File: src/rtl/rgb_pwm_driver.sv
// Three-channel active-low PWM stage with double-buffered duties committed on period wrap.
// Latency: capture to visible output 1..PWM_INTERVAL cycles; duty_ready low while an update is pending.
module rgb_pwm_driver #(
  parameter int unsigned PWM_INTERVAL = 1000,
  parameter int unsigned DW           = $clog2(PWM_INTERVAL + 1)
) (
  input  logic          clk,
  input  logic          rst_n,
  input  logic [DW-1:0] red_duty,
  input  logic [DW-1:0] green_duty,
  input  logic [DW-1:0] blue_duty,
  input  logic          duty_valid,
  output logic          duty_ready,
  output logic          red_n,
  output logic          green_n,
  output logic          blue_n,
  output logic          period_start
);

  localparam logic [DW-1:0] POS_LAST = DW'(PWM_INTERVAL - 1);
  localparam logic [DW-1:0] DUTY_MAX = DW'(PWM_INTERVAL);

  logic [DW-1:0] pos_q, pos_d;
  logic          pending_q, pending_d;
  logic [DW-1:0] red_pend_q, red_pend_d;
  logic [DW-1:0] green_pend_q, green_pend_d;
  logic [DW-1:0] blue_pend_q, blue_pend_d;
  logic [DW-1:0] red_active_q, red_active_d;
  logic [DW-1:0] green_active_q, green_active_d;
  logic [DW-1:0] blue_active_q, blue_active_d;
  logic          red_n_q, red_n_d;
  logic          green_n_q, green_n_d;
  logic          blue_n_q, blue_n_d;
  logic          period_start_q, period_start_d;

  logic wrap;
  logic capture;

  function automatic logic [DW-1:0] sat(input logic [DW-1:0] d);
    return (d > DUTY_MAX) ? DUTY_MAX : d;
  endfunction

  assign wrap    = (pos_q == POS_LAST);
  assign capture = duty_valid && !pending_q;

  always_comb begin
    pos_d          = wrap ? '0 : pos_q + DW'(1);
    pending_d      = pending_q;
    red_pend_d     = red_pend_q;
    green_pend_d   = green_pend_q;
    blue_pend_d    = blue_pend_q;
    red_active_d   = red_active_q;
    green_active_d = green_active_q;
    blue_active_d  = blue_active_q;

    // Commit uses the pre-edge pending flag, so a capture on the wrap edge waits a full period.
    if (wrap && pending_q) begin
      red_active_d   = red_pend_q;
      green_active_d = green_pend_q;
      blue_active_d  = blue_pend_q;
      pending_d      = 1'b0;
    end

    if (capture) begin
      red_pend_d   = sat(red_duty);
      green_pend_d = sat(green_duty);
      blue_pend_d  = sat(blue_duty);
      pending_d    = 1'b1;
    end

    red_n_d        = !(pos_d < red_active_d);
    green_n_d      = !(pos_d < green_active_d);
    blue_n_d       = !(pos_d < blue_active_d);
    period_start_d = (pos_d == '0);
  end

  always_ff @(posedge clk or negedge rst_n) begin
    if (!rst_n) begin
      pos_q          <= POS_LAST;
      pending_q      <= 1'b0;
      red_pend_q     <= '0;
      green_pend_q   <= '0;
      blue_pend_q    <= '0;
      red_active_q   <= '0;
      green_active_q <= '0;
      blue_active_q  <= '0;
      red_n_q        <= 1'b1;
      green_n_q      <= 1'b1;
      blue_n_q       <= 1'b1;
      period_start_q <= 1'b0;
    end else begin
      pos_q          <= pos_d;
      pending_q      <= pending_d;
      red_pend_q     <= red_pend_d;
      green_pend_q   <= green_pend_d;
      blue_pend_q    <= blue_pend_d;
      red_active_q   <= red_active_d;
      green_active_q <= green_active_d;
      blue_active_q  <= blue_active_d;
      red_n_q        <= red_n_d;
      green_n_q      <= green_n_d;
      blue_n_q       <= blue_n_d;
      period_start_q <= period_start_d;
    end
  end

  assign duty_ready   = !pending_q;
  assign red_n        = red_n_q;
  assign green_n      = green_n_q;
  assign blue_n       = blue_n_q;
  assign period_start = period_start_q;

endmodule

File: config.mk
export PLATFORM = sky130hd
export DESIGN_NAME = rgb_pwm_driver
export DESIGN_NICKNAME = d
export VERILOG_FILES = /design/src/rtl/rgb_pwm_driver.sv
export SDC_FILE = /design/constraint.sdc
export NUM_CORES = 1
export LEC_CHECK = 0
export ABC_CLOCK_PERIOD_IN_PS = 6220
export CAP_MARGIN = 20
export CORE_MARGIN = 2
export CORE_UTILIZATION = 45
export CTS_CLUSTER_SIZE = 28
export DETAILED_ROUTE_END_ITERATION = 8
export PLACE_DENSITY_LB_ADDON = 0.2
export SLEW_MARGIN = 20
export SYNTH_ARGS = -nofsm -noshare
export SYNTH_HDL_FRONTEND = slang
export SYNTH_SLANG_ARGS = --single-unit
File: constraint.sdc
create_clock -name clk -period 6.22 [get_ports clk]
set_input_delay 0.933 -clock clk [delete_from_list [all_inputs] [get_ports clk]]
set_output_delay 0.933 -clock clk [all_outputs]
set_load 0.01 [all_outputs]
==> results of run 1 <==
==> worst max-delay path: cells and delay by family (launching register included) <==
kind	cells	cell delay, ps
simple gates	4	1240
compound gates	5	790
buf+inv	2	430
flops	1	580
fa+ha+maj	2	450
==> cells by family (layout without fill, tap and decap cells) <==
family,Yosys count,count (layout)
buffers and inverters,45,90
AND/OR/NAND/NOR,146,146
multiplexers,25,25
adder cells (fa/ha/maj),26,26
AO/OA/AOI/OAI,50,50
flip-flops,75,75
XOR/XNOR,5,5
==> where the power goes <==
part           switching (mW)  internal (mW)
clock                   0.181          0.266
sequential             0.0138          0.509
combinational          0.0244         0.0304
total                   0.219          0.805
==> how the worst max path moves through the flow <==
stage               startpoint      end  slack, ps  depth (start not counted)
detailed placement    pos_q[0]  green_n       2680                         13
finish                pos_q[0]  green_n       2660                         13
global route          pos_q[0]  green_n       2440                         13
global placement      pos_q[0]  green_n       2790                         13
CTS                   pos_q[0]  green_n       2630                         13
floorplan             pos_q[0]    red_n       3430                         11
==> flip-flops by register name, summed over array words and instances, names as in the netlist <==
name and count:
blue_pend_q 10, period_start 1, pending_q 1, blue_n 1, pos_q 10, red_n 1
red_active_q 10, blue_active_q 10, red_pend_q 10, green_n 1, green_active_q 10, green_pend_q 10
==> layer usage <==
metal | track usage | vias up
li1 | - | 1354
met1 | 0.276 | 1341
met2 | 0.309 | 36
met3 | 0.0451 | 15
met4 | 0.0749 | 0
met5 | 0 | -
==> layout make-up <==
type / count / area [sq um] / share of cell area
Sequential cell: 75 / 1890 / 0.426
Multi-Input combinational cell: 252 / 1650 / 0.372
Timing Repair Buffer: 42 / 405 / 0.0913
Tap cell: 105 / 131 / 0.0296
Clock buffer: 9 / 124 / 0.0279
Inverter: 32 / 120 / 0.0270
Clock inverter: 7 / 116 / 0.0262
==> through the flow <==
stage	hold slack (ps)	cell area, sq um	cells	power [mW]	setup WS [ps]
2_1_floorplan	434	3740	372	0.547	3430
5_1_grt	512	4440	522	1.07	2440
6_report	470	4440	522	1.02	2660
3_3_place_gp	450	4200	506	0.587	2790
4_1_cts	474	4440	522	1.03	2630
3_5_place_dp	457	4200	506	0.589	2680
==> cells in the mapped netlist (7+ instances only) <==
| master | instances | share of area |
|---|---|---|
| nand2_1 | 79 | 0.079 |
| dfrtp_1 | 64 | 0.43 |
| inv_1 | 32 | 0.032 |
| ha_1 | 26 | 0.087 |
| mux2i_1 | 24 | 0.064 |
| nor2_1 | 19 | 0.019 |
| nand3_1 | 16 | 0.021 |
| a21oi_1 | 12 | 0.016 |
| dfstp_2 | 11 | 0.077 |
| a22o_1 | 10 | 0.023 |
| a21o_1 | 8 | 0.016 |
| clkbuf_1 | 7 | 0.0070 |
| or3_1 | 7 | 0.012 |
==> flow_summary.ini, run 1 <==
[status]
status = complete, no violations

[worst_hold_path]
hold_path_depth = 2
worst_hold_path_type = flop to flop
holdCritStartpoint = blue_active_q[7]
whs_endpoint = blue_active_q[7]

[route]
dr.max_layer_used = met4
wl_met3_um = 291
drt-met1-wl_mm = 3.75
wl_mm = 7.95
post_drt_wl_per_cell_um = 15.2
vias = 2746
wl_met2_mm = 3.75
drc = 0
via_per_inst = 5.26
antenna_left = 0
firstDrtPassIters = 4
first_iter_violations = 94

[cells_and_area]
area_growth_pct = 18.6
final_common_cell = nand2_1
drive_gt1_frac = 0.0983
num-nets-final = 471
antenna_cells = 0
mostFrequentLayoutCells = nand2_1 (79), dfrtp_1 (64), clkdlybuf4s50_1 (36), inv_1 (32), ha_1 (26)
nFillCells = 736
postLayoutCoreUtil = 0.546

[clock_tree]
htree_levels = 3
cts_inserted_buffers = 9
max-clock-path-buffers = 2
cts_resized = 0
cts_setup_buffers = 0
clock_sinks = 75
clockRootBuffer = clkbuf_8
cts_tree = built
ctsHoldBuffers = 0
clock_latency_ps = 350
path_clk_slew_ps = 70

[run]
cap_violations = 0

[synthesis]
synth-simple-area-share = 0.180
yosys_warnings = 0
synth_top_family_by_area = simple AND/OR/NAND/NOR gates
synthesis.area_sq_mm = 0.00374
synth_fp_nets = 431
synthXorXnorAreaFrac = 0.0117
seq_area_frac_synth = 0.505
synth.avg_cell_area_sq_um = 10.1
synth_mux_area_frac = 0.0682
synth_cell_type_count = 48
synth-edff-count = 0
synth_seq_cells = 75
synth_ff_type = dfrtp_1
synthArstFlopShare = 1.00
synth_compound_area_frac = 0.0952
synthCells = 372
synthAdderAreaFrac = 0.0869

[floorplanning]
fp.coreArea_sq_mm = 0.00813
num_rows = 33
start_util = 0.460
die_w_um = 95.2
pin_count = 38
dieHeight_um = 95.2
die_area_sq_mm = 0.00907

[sta]
period_share = 0.573
slew_headroom = 0.387
skew_ps = 10.4
fin_setup_tns_ps = 0
rsz0062_at_grt = false
tightest_slew_ps = 919
max_freq_mhz = 281
finalMaxSlewViolations = 0
period_minus_slack_ps = 3560
setup_viol = 0
hold_viol_final = 0

[global_routing]
grt_max_degree = 76
grt_pass1_wl_mm = 13.5
antenna_found_initial = 0
grt_overflow_total = 0
grt_pass1_vias = 2754
grt_use_total = 0.200

[worst_setup_path]
rrSetupSlack_ps = 2660
required_ps = 6500
cpPeakStageDelay_ps = 790
cp_slowest_cell = or3_1
crit_chain = ha_1, nand2_1, or3_1, buf_4, nand2_1, nand2_1, inv_1, ha_1, a21o_1, a21o_1, a21oi_1, o21ai_0, a31o_2
end_kind = flop
crit_top_cell = nand2_1
startpoint_type = flop
r2r_start = pos_q[0]
cp.arrival_ps = 3840
path_class = flop to flop
r2r_end = green_n
rr_worst_depth = 13
critPathMaxFanout = 16

[placed_design]
portBuffers = 37
gp_congestion = 0.812
hpwl_mm = 5.81

[pwr]
leakage_nw = 2.44
max-vdd-ir-drop_mv = 0.105
power.density_mw_per_mm2 = 231
No activity file was read; power rests on OpenSTA's default activity.
==> run 2: changes to the inputs <==
--- a/config.mk
+++ b/config.mk
@@ -5,7 +5,7 @@
 export SDC_FILE = /design/constraint.sdc
 export NUM_CORES = 1
 export LEC_CHECK = 0
-export ABC_CLOCK_PERIOD_IN_PS = 6220
+export ABC_CLOCK_PERIOD_IN_PS = 3700
 export CAP_MARGIN = 20
 export CORE_MARGIN = 2
 export CORE_UTILIZATION = 45
==> constraint.sdc (replaced) <==
create_clock -name clk -period 3.7 [get_ports clk]
set_input_delay 0.555 -clock clk [delete_from_list [all_inputs] [get_ports clk]]
set_output_delay 0.555 -clock clk [all_outputs]
set_load 0.01 [all_outputs]
==> run 2 against run 1 <==
Critical path depth down 2. Worst hold slack worse by 140 ps. Register-to-register slack worse by 2100 ps. Non-clock buffer count up 3. Global-route usage up 0.17 points. Critical path type unchanged. Clock skew down 1.5 ps. Sequential power up 68%. Sequential share of layout area down 0.084 points. Flip-flop and latch count unchanged. Setup slack worse by 2100 ps.
==> flow_summary.ini, run 2 (same netlist as run 1, synthesis figures left out) <==
[route]
via_per_inst = 5.27
drc = 0
antenna_left = 0
firstDrtPassIters = 4
post_drt_wl_per_cell_um = 15.6
vias = 2765
first_iter_violations = 125
wl_mm = 8.17

[sta]
period_share = 0.862
period_minus_slack_ps = 3190
tightest_slew_ps = 1010
fin_setup_tns_ps = 0
holdWs_ps = 334
skew_ps = 8.89
rsz0062_at_grt = false
max_freq_mhz = 314
finalMaxSlewViolations = 0
setup_viol = 0
slew_headroom = 0.315
hold_viol_final = 0
worst_slack_ps = 512

[pwr]
power.density_mw_per_mm2 = 379
max-vdd-ir-drop_mv = 0.187
leakage_nw = 2.44

[worst_setup_path]
path_class = flop to flop
end_kind = flop
cp.arrival_ps = 3450
critPathMaxFanout = 16
required_ps = 3960
startpoint_type = flop

[clock_tree]
max-clock-path-buffers = 2
ctsHoldBuffers = 0
path_clk_slew_ps = 80
cts_setup_buffers = 0
clock_sinks = 75
cts_inserted_buffers = 9
clock_latency_ps = 360
htree_levels = 3
cts_tree = built
cts_resized = 0
clockRootBuffer = clkbuf_8

[placed_design]
hpwl_mm = 6.02
portBuffers = 37
gp_congestion = 0.844
dp_slack_ps = 504
placed_cell_area_sq_mm = 0.00422

[global_routing]
gr-usage-met1 = 0.275
grt_overflow_total = 0
grt_pass1_wl_mm = 13.8
antenna_found_initial = 0
grt.met2_usage = 0.321
grt_max_degree = 76
grtUsageMet3 = 0.0427
grt_pass1_vias = 2775
busiest_layer = met2
grt_use_total = 0.202

[cells_and_area]
stdcell_area_sq_mm = 0.00445
final_common_cell = nand2_1
drive_gt1_frac = 0.105
postLayoutCoreUtil = 0.547
mostFrequentLayoutCells = nand2_1 (79), dfrtp_1 (64), clkdlybuf4s50_1 (36), inv_1 (32), ha_1 (26)
antenna_cells = 0
num-nets-final = 474
area_growth_pct = 18.8

[floorplanning]
dieHeight_um = 95.2
die_w_um = 95.2
die_area_sq_mm = 0.00907
start_util = 0.460
pin_count = 38
fp.coreArea_sq_mm = 0.00813
num_rows = 33

[worst_hold_path]
worst_hold_path_type = input pin to asynchronous set/reset pin

[status]
status = complete, no violations

[run]
cap_violations = 0
[run 2: changes by cell type in the layout (fill, tap and decap cells not counted)]
cell        delta
buf_4          +3
bufinv_16      -1
clkbuf_8       +1
clkinv_2       -1
clkinvlp_4     +1
[run 2: power by group]
part	total (mW)	switching, mW	internal [mW]
Clock	0.715	0.318	0.398
Combinational	0.0926	0.0415	0.0511
Sequential	0.878	0.0222	0.856
[run 2: area by class of cell]
| cell class | count | area, sq um |
|---|---|---|
| flip-flops and latches | 75 | 1890 |
| repair buffers | 45 | 428 |
| multi-input cells | 252 | 1650 |
| fillers | 706 | 3680 |
| inverters | 32 | 120 |
| clock inverters | 6 | 88.8 |
| well taps | 105 | 131 |
| clock buffers | 10 | 138 |
[run 2: worst max-delay path, stage by stage (launching register included)]
cell      delay (ps)
dfstp_2          580
ha_1             220
nand2_1           80
or3_1            720
buf_4            350
mux2i_1          220
ha_1             280
nand3_1           90
nor2_1            50
and2_0           150
a32oi_1          200
o221ai_1         150
[run 2: layer usage]
layer	vias up	part of all wire
met2	43	0.47
li1	1360	-
met3	19	0.033
met4	0	0.022
met5	-	0
met1	1343	0.47
[run 2: final timing paths]
check	startpoint	to	slack (ps)	cells after the start
max reg2reg	pos_q[0]	blue_n	510	11
max	pos_q[0]	blue_n	510	11
min	rst_n	blue_pend_q[9]	330	1
max in group asynchronous	rst_n	blue_active_q[1]	2750	1
min in group clk	green_pend_q[4]	green_pend_q[4]	470	2
min reg2reg	green_pend_q[4]	green_pend_q[4]	470	2
[run 2: per-stage QoR]
| step | power, mW | std cells |
|---|---|---|
| floorplan | 0.920 | 372 |
| global placement | 0.986 | 509 |
| detailed placement | 0.989 | 509 |
| CTS | 1.70 | 525 |
| global route | 1.75 | 525 |
| finish | 1.69 | 525 |
==> run 3: changes to the inputs <==
--- a/config.mk
+++ b/config.mk
@@ -12,7 +12,6 @@
 export CTS_CLUSTER_SIZE = 28
 export DETAILED_ROUTE_END_ITERATION = 8
 export PLACE_DENSITY_LB_ADDON = 0.2
-export SLEW_MARGIN = 20
 export SYNTH_ARGS = -nofsm -noshare
 export SYNTH_HDL_FRONTEND = slang
 export SYNTH_SLANG_ARGS = --single-unit
==> results of run 3 <==
Same layout as run 2: the final DEF is identical, and so are final timing and power.
